==> config.mk <==
export PLATFORM = sky130hd
export DESIGN_NAME = writeback_unit
export DESIGN_NICKNAME = d
export VERILOG_FILES = /design/src/rtl/wb_pkg.sv /design/src/rtl/wb_hold_buf.sv /design/src/rtl/writeback_unit.sv
export SDC_FILE = /design/constraint.sdc
export NUM_CORES = 1
export LEC_CHECK = 0
export ABC_AREA = 1
export CAP_MARGIN = 0
export CORE_MARGIN = 5
export CORE_UTILIZATION = 45
export CTS_BUF_LIST = sky130_fd_sc_hd__clkbuf_16
export CTS_CLUSTER_SIZE = 14
export DETAILED_ROUTE_END_ITERATION = 8
export DONT_BUFFER_PORTS = 1
export HOLD_SLACK_MARGIN = 0.15
export SETUP_SLACK_MARGIN = 0.1
export SLEW_MARGIN = 30
export SYNTH_ARGS = -nofsm -noshare
export SYNTH_HDL_FRONTEND = slang
export SYNTH_SLANG_ARGS = --single-unit
export TNS_END_PERCENT = 50
==> constraint.sdc <==
create_clock -name clk -period 3 [get_ports clk]
set_clock_uncertainty 0.2 [all_clocks]
set_input_delay 0.6 -clock clk [delete_from_list [all_inputs] [get_ports clk]]
set_output_delay 0.6 -clock clk [all_outputs]
set_load 0.005 [all_outputs]
==> src/rtl/wb_pkg.sv <==
// Shared types for the writeback stage: register index and the {rd, data} result record.
package wb_pkg;
  localparam int XLEN_DEFAULT = 32;
  localparam int NREG_DEFAULT = 32;

  typedef logic [4:0] reg_idx_t;

  typedef struct packed {
    reg_idx_t                rd;
    logic [XLEN_DEFAULT-1:0] data;
  } wb_req_t;
endpackage

==> src/rtl/wb_hold_buf.sv <==
// One-entry skid buffer for a load that lost arbitration; visible the cycle after push.
// The owner stops accepting loads while full (full is the backpressure signal).
module wb_hold_buf
  import wb_pkg::*;
(
  input  logic    clk,
  input  logic    rst_n,
  input  logic    push,
  input  wb_req_t push_req,
  input  logic    pop,
  output logic    full,
  output wb_req_t entry
);

  always_ff @(posedge clk or negedge rst_n) begin
    if (!rst_n) begin
      full  <= 1'b0;
      entry <= '0;
    end else if (push) begin
      full  <= 1'b1;
      entry <= push_req;
    end else if (pop) begin
      full  <= 1'b0;
    end
  end

endmodule

==> src/rtl/writeback_unit.sv <==
// Serialises ALU and load results onto the single register-file write port (1-cycle registered output),
// tracks pending writes in busy; loads are backpressured only while a losing load sits in the hold buffer.
module writeback_unit
  import wb_pkg::*;
#(
  parameter int XLEN = XLEN_DEFAULT,
  parameter int NREG = NREG_DEFAULT
) (
  input  logic            clk,
  input  logic            rst_n,
  input  logic            issue_valid,
  input  logic [4:0]      issue_rd,
  input  logic            alu_valid,
  input  logic [4:0]      alu_rd,
  input  logic [XLEN-1:0] alu_result,
  input  logic            ld_valid,
  output logic            ld_ready,
  input  logic [4:0]      ld_rd,
  input  logic [XLEN-1:0] ld_data,
  output logic            RUWr,
  output logic [4:0]      rd,
  output logic [XLEN-1:0] wb_data,
  output logic [NREG-1:0] busy
);

  logic    hold_full;
  wb_req_t hold_entry;
  wb_req_t ld_req;
  wb_req_t sel_req;
  logic    sel_valid;
  logic    hold_pop;
  logic    hold_push;
  logic    ld_fire;
  logic [NREG-1:0] busy_nxt;

  assign ld_ready = !hold_full;
  assign ld_fire  = ld_valid && ld_ready;
  assign ld_req   = '{rd: ld_rd, data: ld_data};

  // A load accepted in a cycle the ALU owns the port is parked for later.
  assign hold_push = ld_fire && alu_valid;

  always_comb begin
    sel_valid = 1'b0;
    sel_req   = '0;
    hold_pop  = 1'b0;
    if (alu_valid) begin
      sel_valid = 1'b1;
      sel_req   = '{rd: alu_rd, data: alu_result};
    end else if (hold_full) begin
      sel_valid = 1'b1;
      sel_req   = hold_entry;
      hold_pop  = 1'b1;
    end else if (ld_fire) begin
      sel_valid = 1'b1;
      sel_req   = ld_req;
    end
  end

  wb_hold_buf u_hold (
    .clk      (clk),
    .rst_n    (rst_n),
    .push     (hold_push),
    .push_req (ld_req),
    .pop      (hold_pop),
    .full     (hold_full),
    .entry    (hold_entry)
  );

  always_ff @(posedge clk or negedge rst_n) begin
    if (!rst_n) begin
      RUWr    <= 1'b0;
      rd      <= '0;
      wb_data <= '0;
    end else begin
      RUWr <= sel_valid && (sel_req.rd != '0);
      if (sel_valid) begin
        rd      <= sel_req.rd;
        wb_data <= sel_req.data;
      end
    end
  end

  // Set is applied after clear so a same-edge reissue of the register stays pending.
  always_comb begin
    busy_nxt = busy;
    for (int i = 1; i < NREG; i++) begin
      if (RUWr && rd == reg_idx_t'(i))
        busy_nxt[i] = 1'b0;
      if (issue_valid && issue_rd == reg_idx_t'(i))
        busy_nxt[i] = 1'b1;
    end
    busy_nxt[0] = 1'b0;
  end

  always_ff @(posedge clk or negedge rst_n) begin
    if (!rst_n)
      busy <= '0;
    else
      busy <= busy_nxt;
  end

endmodule

==> metrics list <==
- The startpoint identified for the worst register-to-register timing path is u_hold.full.
- In the final design database the tool counted 710 nets.
- Relative slew margins: 56.7%
- Of all nets on the critical path, the largest fanout is 40.
- Buffer levels on the longest clock path: 2
* CTS sink cnt: 107
- I/O pin count: 155
- Summing the areas of all xor and xnor instances in the mapped netlist gives 0% of the synthesized area.
* Iteration-0 DRC count of the detailed router: 342
- The die covers 13200 sq um.
* GRT Total Usage: 20.3%
- Run status: finished, violations left
- Start point of the critical path: u_hold.full
- Summing the areas of all compound-gate instances in the mapped netlist gives 11.0% of the synthesized area.
* Initial antenna violation count: 0
* Detail Placement HPWL: 8810 microns
- The number of cells on the worst reg-to-reg path is 7.
* Clock slew at reported path FFs: 0.07 ns
* Cts repair resizes: 0
- For this design the static power due to leakage is 2.61 nW.
- Initial Util: 45.8%
- Worst setup path class: register to register
- RSZ-0062 raised after global routing: false
- CTS tree: built
- Largest family of logic cells by synthesized area: simple AND/OR/NAND/NOR gates
- The total overflow left after global routing is 0.
* Number of distinct library cells after synthesis: 22
- Most common cell after layout, fill and taps aside: nand2_1
- Overall power: 3.63 mW
- H-tree levels: 3
- Post-synthesis instance area: 4970 sq um
- Leading cell types in the layout, fill and taps excluded: 268 x nand2_1, 107 x dfrtp_1, 67 x o21ai_0
- From left edge to right edge, the die measures 115 microns.
- Drt drc: 0
- Min-Delay Path Class: input pin to asynchronous set/reset pin
- The first TritonRoute pass finished after 4 iterations.
- Total number of vias: 3979
- The synthesized netlist devotes 27.4% of its cell area to simple gates.
* Maximum number of pins on one net before global-route repair: 108
* Endpoint of the worst register-to-register path: wb_data[13]
* Antenna diode count: 0
- Data arrives at the worst endpoint at 2.16 ns.
* Gpl congestion: 0.819
* Placeable core region: 10800 sq um
- Synthesized net count: 725
- Floorplan die height: 115 microns
* Detail-routed via count per cell: 5.17
* Register area share after synthesis: 53.9%
* Via count of the first global-routing pass: 4167
- After synthesis the netlist holds a flip-flop and latch count of 107.
* Global-route wire length before repair: 21100 microns
* Fraction of final layout cells sized beyond drive strength 1: 4.29%
* Hold Slack: -0.253 ns
- Setup violations, final: 0
- Num CTS Buffers: 9
- Counting every instance in the synthesized netlist gives 641.
* Post-synthesis area per instance: 7.75 sq um
- Min Clock Period, post-route: 2.13 ns
* Clock Latency Late Sink: 0.34 ns
- Detail-routed net length per standard cell: 16.5 microns
- After clock tree synthesis, the setup repair step added 0 buffers.
* Critical path data required time: 3.03 ns
* Sum Neg Setup Slack: 0 ns
- The tree is rooted in a clkbuf_16.
- Total detailed-routing wirelength: 12700 microns
- Multiplexer area fraction after synthesis: 0%
- Failing checks: hold timing
- The worst register-to-register path has a setup slack of 0.87 ns.
- The placed instances occupy a cell area of 5010 sq um.
* Growth of design area from synthesis to finish: 6.29%
- Slew @ Worst Pin: 0.649 ns
- Post-route clock period utilization: 71.0%
* Worst Setup End Kind: register
* Number of placement rows: 38
* Count of warnings emitted by yosys: 0
- Count of final max-slew check failures: 0
- Startpoint type of the worst setup path: register
* Post-Synth Adder-Cell Area: 0%
* Count of port buffers added during placement: 0
* Max VDD drop: 0.000248 V
- The tool flagged a number of max-cap violations equal to 0.
- For this design the ratio of total power to cell area is 687 nW/um^2.
- Highest achievable clock rate: 469 MHz
- Post-route cell area: 5280 sq um
* Number of routed nets with antenna violations: 0
* Final hold violation count: 107
## stage by stage
step | util, % | setup WS, ns | cells
final | 48.7 | 0.870 | 770
after floorplan | - | 1.38 | 641
after CTS | 48.7 | 0.851 | 770
after detailed placement | 46.2 | 0.851 | 755
after global routing | 48.7 | 0.620 | 770
after global placement | 46.2 | 0.938 | 755
## worst max-delay path by stage
stage,endpoint,cells past startpoint
floorplan,RUWr,8
global placement,wb_data[0],7
detailed placement,wb_data[13],7
CTS,wb_data[13],7
global route,wb_data[21],7
finish,wb_data[13],7
## flip-flops by register name, indices dropped and copies added (netlist names)
name	count
RUWr	1
busy	31
rd	5
u_hold.entry	37
u_hold.full	1
wb_data	32
## kinds of logic (layout without fill, tap and decap cells)
kind of cell	after synthesis	after routing
AND/OR/NAND/NOR	343	343
AO/OA/AOI/OAI	108	108
flip-flops	107	107
buffers and inverters	82	71
other	1	1
## cell type report
class / instances / area, sq um
Timing Repair Buffer: 5 / 50.0
Fill cell: 1054 / 5560
Tap cell: 140 / 175
Inverter: 51 / 191
Sequential cell: 107 / 2680
Clock inverter: 6 / 51.3
Clock buffer: 9 / 225
Multi-Input combinational cell: 452 / 1910
## cell usage after synthesis
library cell | number | area share, %
a21o_1 | 1 | 0.15
a21oi_1 | 6 | 0.60
buf_1 | 1 | 0.075
buf_2 | 16 | 1.6
buf_4 | 6 | 0.91
buf_6 | 4 | 0.91
clkbuf_1 | 4 | 0.30
conb_1 | 1 | 0.075
dfrtp_1 | 107 | 54
inv_1 | 46 | 3.5
inv_2 | 5 | 0.38
nand2_1 | 268 | 20
nand2_2 | 1 | 0.13
nand3_1 | 38 | 3.8
nand4_1 | 1 | 0.13
nor2_1 | 28 | 2.1
nor2_4 | 1 | 0.23
o21ai_0 | 67 | 6.7
o21ai_1 | 33 | 3.3
o31ai_1 | 1 | 0.15
or2_1 | 3 | 0.38
or2_2 | 3 | 0.38
## per-layer routing
layer  track usage, %  vias up  share of wire [%]
met2             31.9      123                 48
met5                0        -                  0
met3             6.47       14                8.3
met1             26.4     1864                 43
met4             7.20        0                1.5
li1                 -     1978                  -
## power breakdown
part / leakage, nW / total [mW] / internal [mW] / switching, mW
clock: 0.149 / 1.14 / 0.631 / 0.508
sequential: 1.30 / 2.01 / 1.76 / 0.245
combinational: 1.16 / 0.479 / 0.176 / 0.303
total: 2.61 / 3.63 / 2.57 / 1.06
## critical path, cell delays in order (launching register included)
cell and delay, ns:
dfrtp_1 0.34, buf_4 0.38, inv_2 0.14, nand2_1 0.38
buf_4 0.31, o21ai_0 0.13, nand2_1 0.07, nand3_1 0.07
Power figures use the tool's default switching activity.
